### src/rtl/mult_seq_ctrl.sv
// Sequential shift-and-add multiplier controller driving an external WIDTH-bit adder.
// Optional macro MULT_ZERO_SKIP_EN: zero operands go straight to DONE with product 0.
module mult_seq_ctrl #(
  parameter int WIDTH = 4
) (
  input  logic                 clock,
  input  logic                 reset,
  input  logic                 start,
  input  logic [WIDTH-1:0]     multiplicand,
  input  logic [WIDTH-1:0]     multiplier,
  output logic                 ready,
  output logic                 done,
  output logic [2*WIDTH-1:0]   product,
  output logic [WIDTH-1:0]     adder_a,
  output logic [WIDTH-1:0]     adder_m,
  input  logic [WIDTH-1:0]     adder_sum,
  input  logic                 adder_carry,
  output logic [1:0]           fsm_state
);

  localparam int CW = (WIDTH > 1) ? $clog2(WIDTH) : 1;
  localparam logic [CW-1:0] LAST = CW'(WIDTH - 1);

  typedef enum logic [1:0] {IDLE, ADD, SHIFT, DONE} state_t;

  state_t            state;
  state_t            state_next;
  logic [WIDTH-1:0]  a_reg;
  logic [WIDTH-1:0]  q_reg;
  logic [WIDTH-1:0]  m_reg;
  logic              c_reg;
  logic [CW-1:0]     count;
  logic              last_bit;
  logic              zero_op;
  logic [2*WIDTH:0]  shifted;

  // Handshake: a request is taken on any rising edge where start=1 and ready=1;
  // done is a single-cycle pulse and product stays valid until the next accepted start.

`ifdef MULT_ZERO_SKIP_EN
  assign zero_op = (multiplicand == '0) || (multiplier == '0);
`else
  assign zero_op = 1'b0;
`endif

  assign last_bit = (count == LAST);
  // Logical right shift of {C,A,Q}; the top bit of the result is always zero.
  assign shifted  = {c_reg, a_reg, q_reg} >> 1;

  always_comb begin
    state_next = state;
    case (state)
      IDLE:    if (start) state_next = zero_op ? DONE : ADD;
      ADD:     state_next = SHIFT;
      SHIFT:   state_next = last_bit ? DONE : ADD;
      DONE:    state_next = IDLE;
      default: state_next = IDLE;
    endcase
  end

  always_ff @(posedge clock) begin
    if (reset) begin
      state   <= IDLE;
      a_reg   <= '0;
      q_reg   <= '0;
      m_reg   <= '0;
      c_reg   <= 1'b0;
      count   <= '0;
      product <= '0;
    end else begin
      state <= state_next;
      case (state)
        IDLE: begin
          if (start) begin
            m_reg <= multiplicand;
            q_reg <= zero_op ? '0 : multiplier;
            a_reg <= '0;
            c_reg <= 1'b0;
            count <= '0;
            if (zero_op) product <= '0;
          end
        end
        ADD: begin
          if (q_reg[0]) begin
            a_reg <= adder_sum;
            c_reg <= adder_carry;
          end else begin
            c_reg <= 1'b0;
          end
        end
        SHIFT: begin
          c_reg <= shifted[2*WIDTH];
          a_reg <= shifted[2*WIDTH-1:WIDTH];
          q_reg <= shifted[WIDTH-1:0];
          if (last_bit) product <= shifted[2*WIDTH-1:0];
          else          count   <= count + 1'b1;
        end
        default: ;
      endcase
    end
  end

  assign ready     = (state == IDLE);
  assign done      = (state == DONE);
  assign adder_a   = a_reg;
  assign adder_m   = m_reg;
  assign fsm_state = state;

endmodule

### config.mk
export PLATFORM = sky130hd
export DESIGN_NAME = mult_seq_ctrl
export DESIGN_NICKNAME = d
export VERILOG_FILES = /design/src/rtl/mult_seq_ctrl.sv
export SDC_FILE = /design/constraint.sdc
export NUM_CORES = 1
export LEC_CHECK = 0
export BUFFER_PORTS_ARGS = -buffer_cell sky130_fd_sc_hd__clkbuf_2
export CAP_MARGIN = 20
export CORE_MARGIN = 8
export CORE_UTILIZATION = 30
export CTS_BUF_LIST = sky130_fd_sc_hd__clkbuf_8
export CTS_CLUSTER_SIZE = 16
export DETAILED_ROUTE_END_ITERATION = 8
export PLACE_DENSITY = 0.52
export SLEW_MARGIN = 20
export SYNTH_ARGS = -nofsm -noshare
export SYNTH_HDL_FRONTEND = slang
export SYNTH_SLANG_ARGS = --single-unit
export TNS_END_PERCENT = 20
### constraint.sdc
create_clock -name clock -period 3.2 [get_ports clock]
set_clock_uncertainty 0.1 [all_clocks]
set_input_delay 0.48 -clock clock [delete_from_list [all_inputs] [get_ports clock]]
set_output_delay 0.48 -clock clock [all_outputs]
set_load 0.005 [all_outputs]
# Word level (Yosys, flattened, before mapping)
# Cells that the tools add are included.
[word_totals]
regBits = 25
in_bits = 16
out_inout_bits = 20
wordCells = 38
[op_classes]
add_sub_neg = 1
eq_ne = 7
muxes = 14
reduce_logical = 9
[ops]
columns = ["operator", "n"]
rows = [
  ["4-bit 2-to-1 mux", 3],
  ["4-bit case mux with 3 select lines", 1],
  ["2-bit 2-to-1 mux", 4],
  ["2-bit case mux with 4 select lines", 1],
  ["4-bit case mux with 2 select lines", 1],
  ["2-bit AND reduction", 4],
  ["2-bit equality test, second input constant", 3],
  ["2-bit inequality test, second input constant", 3],
  ["3-bit AND reduction", 2],
  ["2-bit case mux with 2 select lines", 1],
  ["1-bit case mux with 3 select lines", 1],
  ["3-bit nonzero test", 1],
  ["2-bit by 1-bit adder with 2-bit output, second input constant", 1],
  ["2-bit by 1-bit equality test with 1-bit output, second input constant", 1],
  ["2-bit logical NOT", 1],
  ["1-bit 2-to-1 mux", 2],
  ["2-bit nonzero test", 1],
]

# Logic depth before layout (Yosys ltp)
# Gate-level depths: netlist (run 1).
[logic_depth]
depth_word = 3
ltp_mapped = 6
depth_no_buf = 5

# Worst setup path before layout (run 1)
# OpenSTA, ideal clock, no wires.
[synth_path]
path_kind = "reg-to-reg"
start = "reg state[0], in the netlist fsm_state[0]"
end = "reg a_reg[0], in the netlist adder_a[0]"
setup_time_ps = 118
t_arrival_ps = 1406
t_required_ps = 2982
path_slack_ps = 1576
path_stages_with_launch = 7
path_buffers = 1
synth_period_minus_slack_ps = 1624
cell_sequence = "dfxtp_1 -> inv_1 -> ha_1 -> buf_6 -> nor2b_4 -> a211o_4 -> mux2i_1"
[synth_between]
elab_chain_len = 3
word_cells_on_any_way = 8
cone_classes = "eq/ne (4); mux (1); reduce/logical (3)"
[synth_lines]
columns = ["element", "line_no", "rtl"]
rows = [
  ["start, declared", "26", "state_t state;"],
  ["start signal, assigned", "71", "state <= state_next;"],
  ["2-bit logical NOT (*)", "--", ""],
  ["named net ready", "11", "output logic ready,"],
  ["2-bit inequality test (no source line) or 3-bit nonzero test (tied branches)", "--", ""],
  ["3-bit AND reduction (no source line)", "--", ""],
  ["end signal, assigned", "85", "a_reg <= adder_sum;"],
  ["end signal, assigned", "93", "a_reg <= shifted[2*WIDTH-1:WIDTH];"],
  ["end, declared", "28", "logic [WIDTH-1:0] a_reg;"],
]
# The timed path passes the listed nets; every way through them passes the cells marked *.
# A chain may end at the register's enable or synchronous reset.

# Final worst setup path (run 1)
[layout_path]
start = "reg state[0], in the netlist fsm_state[0]"
end = "out ready"
[layout_between]
elab_chain_len = 1
[layout_lines]
columns = ["element", "line_no", "rtl"]
rows = [
  ["2-bit logical NOT", "103", "assign ready = (state == IDLE);"],
  ["end, declared", "11", ""],
]
# Every way passes these cells.

==> flow_metrics.py, run 1 <==
metrics = {
    "power": {
        "ir_drop_mv": 0.1659,
        "power_leakage_nw": 0.5986,
        "p_per_area_mw_per_mm2": 545.4,
    },
    "setup_path": {
        "cp_max_fo": 10,
        "end_kind": "output port",
        "path_class": "register to output port",
        "max_stage_delay_ns": 0.44,
        "cp.arrival_ns": 1.40,
        "crit_buf_inv": 2,
        "crit_required_ns": 2.62,
        "cpMaxStageDelayCell": "ha_1",
        "start_kind": "register",
        "worstPathCellList": "inv_1, ha_1, clkbuf_2",
        "cp_top_family": "adder cells",
    },
    "cells_and_area": {
        "drive_gt1_share_pct": 25.31,
        "largest-register": "product",
        "largest_reg_flops": 8,
        "fillers": 405,
        "syn_to_final_growth_pct": 19.89,
        "multi_input_area_sq_um": 623.1,
        "final_cell_mix": "35 x clkbuf_2, 25 x dfxtp_1, 18 x nand2_1",
        "regArea_sq_um": 500.5,
        "final_area_sq_mm": 0.001418,
        "nets": 186,
        "diodes": 0,
        "layout_commonest_cell": "clkbuf_2",
    },
    "grt": {
        "grt_pass1_vias": 1110,
        "grt_antenna_before_repair": 0,
        "grt_pass1_wl_um": 5133,
        "grt.overflow.total": 0,
        "grt_max_degree": 27,
        "grt_usage_pct": 10.08,
    },
    "sta": {
        "fin_crit_sh_pct": 61.90,
        "slew_violations": 0,
        "worstMarginPinSlew_ns": 0.5190,
        "max_freq_mhz": 504.9,
        "period_needed_ns": 1.981,
        "setup_violations": 0,
        "tns_ns": 0,
        "rsz0062_at_grt": "false",
        "hold_violations": 0,
        "slew_headroom_pct": 65.40,
    },
    "cts": {
        "htree_num_levels": 1,
        "clk_pin_slew_ns": 0.08,
        "cts_buffers": 3,
        "clk_latency_ns": 0.26,
        "cts-resized-gates": 0,
        "ctsHoldBuffers": 0,
        "cts_setup_buffers": 0,
        "cts_num_sinks": 25,
        "cts.path.max_buffers": 2,
        "cts_root_buffer": "clkbuf_8",
        "cts_tree": "done",
    },
    "routing": {
        "num_vias": 1055,
        "drt_wl_total_um": 3066,
        "routed_via_density": 4.976,
        "drtIter0Drc": 48,
        "drt_first_pass_iters": 4,
        "drtAntennaViolNets": 0,
        "drc": 0,
        "wire_per_inst_um": 14.46,
    },
    "yosys": {
        "synth.avg_cell_area_sq_um": 9.026,
        "ys_warn_count": 0,
        "syn_inst": 131,
        "synth_fp_nets": 154,
        "synth_cell_type_count": 27,
        "ys_seq_elements": 25,
        "synth.yosys.seq_area_share_pct": 42.33,
        "syn_area_sq_mm": 0.001182,
    },
    "place": {
        "dp_hpwl_um": 2409,
        "routabilityCongestion": 0.7773,
        "place_area_sq_mm": 0.001373,
        "io_buffers": 35,
    },
    "status": {
        "outcome": "completed",
    },
    "flow_run": {
        "drv_cap": 0,
    },
    "floorplan": {
        "die_height_um": 78.78,
        "die_w_um": 78.78,
        "boundaryPins": 36,
        "coreArea_sq_mm": 0.003885,
        "initial_core_util_pct": 30.43,
        "die_area_sq_mm": 0.006206,
        "rows": 23,
    },
    "worst_hold_path": {
        "min_path_type": "input pin to register",
    },
}
[cell type report]
type	count	area share, %
Inverter	3	0.7944
Timing Repair Buffer	35	12.36
Sequential cell	25	35.30
Multi-Input combinational cell	95	43.95
Clock buffer	3	2.913
Tap cell	50	4.413
Clock inverter	1	0.2648
[synthesized netlist by cell type]
cell,n,area (sq um)
a211o_4,1,17.52
nor2b_4,1,13.76
clkbuf_2,1,5.000
ha_1,7,87.58
and2_1,1,6.260
clkbuf_1,1,3.750
a21oi_1,16,80.08
nor3_1,1,5.000
nor2b_1,2,12.51
a311oi_1,1,8.760
nand3_1,14,70.07
nand2_1,18,67.56
a211oi_1,5,37.54
a22o_1,4,35.03
or3_1,1,6.260
mux2i_1,9,90.09
nor2_1,4,15.01
nand3b_1,1,7.510
buf_4,1,7.510
dfxtp_1,25,500.5
buf_2,4,20.02
buf_6,1,11.26
inv_1,3,11.26
mux2_4,1,15.01
o21ai_0,3,15.01
or2b_1,1,7.510
nand2b_1,4,25.02
[layer usage]
layer / vias up / wire (um) / global-route usage (%)
li1: 521 / - / -
met1: 500 / 1395 / 11.25
met2: 28 / 1476 / 17.81
met3: 6 / 122 / 2.709
met4: 0 / 71 / 3.889
met5: - / 0 / 0
[where the power goes]
group | switching, mW | internal, mW
Combinational | 0.125 | 0.104
Sequential | 0.0272 | 0.338
Clock | 0.0928 | 0.0856
[logic make-up (layout without fill, tap and decap cells)]
| group | after synthesis | count (layout) | share of synthesized area [%] |
|---|---|---|---|
| AO/OA/AOI/OAI | 30 | 30 | 16.40 |
| adder cells (fa/ha/maj) | 7 | 7 | 7.407 |
| buffers and inverters | 11 | 42 | 4.973 |
| flip-flops | 25 | 25 | 42.33 |
| multiplexers | 10 | 10 | 8.889 |
| AND/OR/NAND/NOR | 48 | 48 | 20.00 |
[worst register-to-register path, stage by stage (launching register included)]
cell and delay, ns:
dfxtp_1 0.36, inv_1 0.15, ha_1 0.51, mux2_4 0.32, nor2_1 0.06, a211oi_1 0.22
[metrics by stage]
stage	instances	total power, mW	util [%]	worst slack, ns	hold WS [ns]
after global routing	212	0.8288	36.49	1.107	0.3541
after global placement	208	0.5961	35.33	1.467	0.3421
after floorplan	131	0.5427	-	1.576	0.3527
after detailed placement	208	0.6057	35.33	1.347	0.3509
after CTS	212	0.7865	36.49	1.188	0.3398
final	212	0.7731	36.49	1.219	0.3474
[final timing paths]
path                     end             from  cells past startpoint  slack (ns)
setup / recovery       ready     fsm_state[0]                      3        1.22
hold / removal    adder_m[0]  multiplicand[0]                      3        0.35
setup reg to reg    q_reg[0]     fsm_state[0]                      5        1.40
hold reg to reg   adder_m[1]       adder_m[1]                      2        0.36
(Power assumes the default switching activity.)
==> run 2: changes to the inputs <==
- PLACE_DENSITY: 0.52 -> 0.54
- clock period: 3.2 -> 1.7 ns (I/O delays scaled with it)
==> flow_metrics.py, run 2 (same netlist as run 1, synthesis figures left out) <==
metrics = {
    "status": {
        "outcome": "completed",
    },
    "place": {
        "io_buffers": 35,
        "place_area_sq_mm": 0.001425,
        "dp_hpwl_um": 2321,
        "routabilityCongestion": 0.7578,
        "preCtsSetupSlack_ns": 0.08199,
        "dpl.cell_count": 215,
    },
    "cells_and_area": {
        "final_cells": 219,
        "regArea_sq_um": 501.7,
        "largest_reg_flops": 8,
        "final_area_sq_mm": 0.001475,
        "largest-register": "product",
        "syn_to_final_growth_pct": 24.76,
        "drive_gt1_share_pct": 30.18,
        "layout_commonest_cell": "clkbuf_2",
        "nets": 193,
        "multi_input_area_sq_um": 625.6,
        "fillers": 406,
        "diodes": 0,
        "final_cell_mix": "35 x clkbuf_2, 24 x dfxtp_1, 18 x nand2_1",
    },
    "routing": {
        "drtIter0Drc": 56,
        "drt_wl_total_um": 3049,
        "num_vias": 1069,
        "wire_per_inst_um": 13.92,
        "drtAntennaViolNets": 0,
        "drc": 0,
        "routed_via_density": 4.881,
        "drt_first_pass_iters": 4,
    },
    "cts": {
        "cts_num_sinks": 25,
        "clk_pin_slew_ns": 0.09,
        "htree_num_levels": 1,
        "cts_tree": "done",
        "ctsHoldBuffers": 0,
        "cts_buffers": 3,
        "cts_root_buffer": "clkbuf_8",
        "clk_latency_ns": 0.26,
        "cts.path.max_buffers": 2,
        "cts_setup_buffers": 0,
    },
    "setup_path": {
        "start_kind": "register",
        "worstPathCellList": "inv_1, ha_2, buf_4, clkbuf_2",
        "end_kind": "output port",
        "path_class": "register to output port",
        "crit_buf_inv": 3,
        "cp_max_fo": 6,
        "crit_required_ns": 1.34,
        "cp_num_cells": 4,
        "max_stage_delay_ns": 0.32,
        "r2r_cells": 5,
        "cp.arrival_ns": 1.27,
        "cpMaxStageDelayCell": "dfxtp_1",
        "cp_top_family": "buffers and inverters",
    },
    "flow_run": {
        "drv_cap": 0,
    },
    "floorplan": {
        "initial_core_util_pct": 30.43,
        "boundaryPins": 36,
        "coreArea_sq_mm": 0.003885,
        "die_w_um": 78.78,
        "die_area_sq_mm": 0.006206,
        "die_height_um": 78.78,
        "rows": 23,
    },
    "power": {
        "p_per_area_mw_per_mm2": 1015,
        "power_leakage_nw": 0.6313,
        "ir_drop_mv": 0.4909,
    },
    "sta": {
        "max_freq_mhz": 615.2,
        "slew_violations": 0,
        "fin_crit_sh_pct": 95.62,
        "rsz0062_at_grt": "true",
        "worstMarginPinSlew_ns": 0.4050,
        "period_needed_ns": 1.626,
        "tns_ns": 0,
        "hold_violations": 0,
        "setup_violations": 0,
        "fin_ws_ns": 0.07443,
        "slew_headroom_pct": 73.00,
    },
    "grt": {
        "grt_usage_pct": 10.52,
        "grt_max_degree": 21,
        "grt.overflow.total": 0,
        "grt_pass1_vias": 1120,
        "grt_antenna_before_repair": 0,
        "grt_pass1_wl_um": 5306,
    },
    "worst_hold_path": {
        "hold_depth": 3,
        "min_path_type": "input pin to register",
    },
}
## run 2: final timing paths
| check | from | endpoint | slack [ns] |
|---|---|---|---|
| min reg2reg | product[2] | product[2] | 0.36 |
| min | multiplicand[1] | adder_m[1] | 0.12 |
| max | fsm_state[0] | ready | 0.07 |
| max reg2reg | fsm_state[0] | q_reg[0] | 0.14 |
## run 2: layout make-up
type | count | area share [%]
Multi-Input combinational cell | 95 | 42.41
Sequential cell | 25 | 34.01
Timing Repair Buffer | 42 | 15.44
Tap cell | 50 | 4.241
Clock buffer | 3 | 2.799
Inverter | 3 | 0.7634
Clock inverter | 1 | 0.3393
## run 2: tightest hold or removal path: stages
cell      delay (ns)
clkbuf_2        0.08
nand3_1         0.05
a21oi_1         0.05
## run 2: power breakdown
| group | internal, mW | switching, mW | total, mW |
|---|---|---|---|
| Sequential | 0.638 | 0.0397 | 0.678 |
| Clock | 0.164 | 0.184 | 0.348 |
| Combinational | 0.226 | 0.246 | 0.472 |
| Total | 1.03 | 0.470 | 1.50 |
## run 2: per-layer routing
metal	wire length [um]	vias to the layer above	track usage, %	part of all wire (%)
met1	1375	498	12.22	45
met5	0	-	0	0
li1	-	534	-	-
met3	196	2	3.837	6.4
met2	1460	35	18.31	48
met4	17	0	1.667	0.56
## run 2: per-stage QoR
stage                     power, mW  utilization, %  hold WS, ns
after CTS                     1.517           37.91       0.1143
final                         1.498           37.97       0.1183
after global placement        1.151           36.68       0.3452
after floorplan               1.022               -       0.3025
after global routing          1.612           37.97       0.1229
after detailed placement      1.161           36.68       0.3482
## run 2: timing repair
action | in CTS | in global routing
gates resized for setup | 1 | 1
endpoints found under the setup margin | 1 | 1
gates cloned | 0 | 0
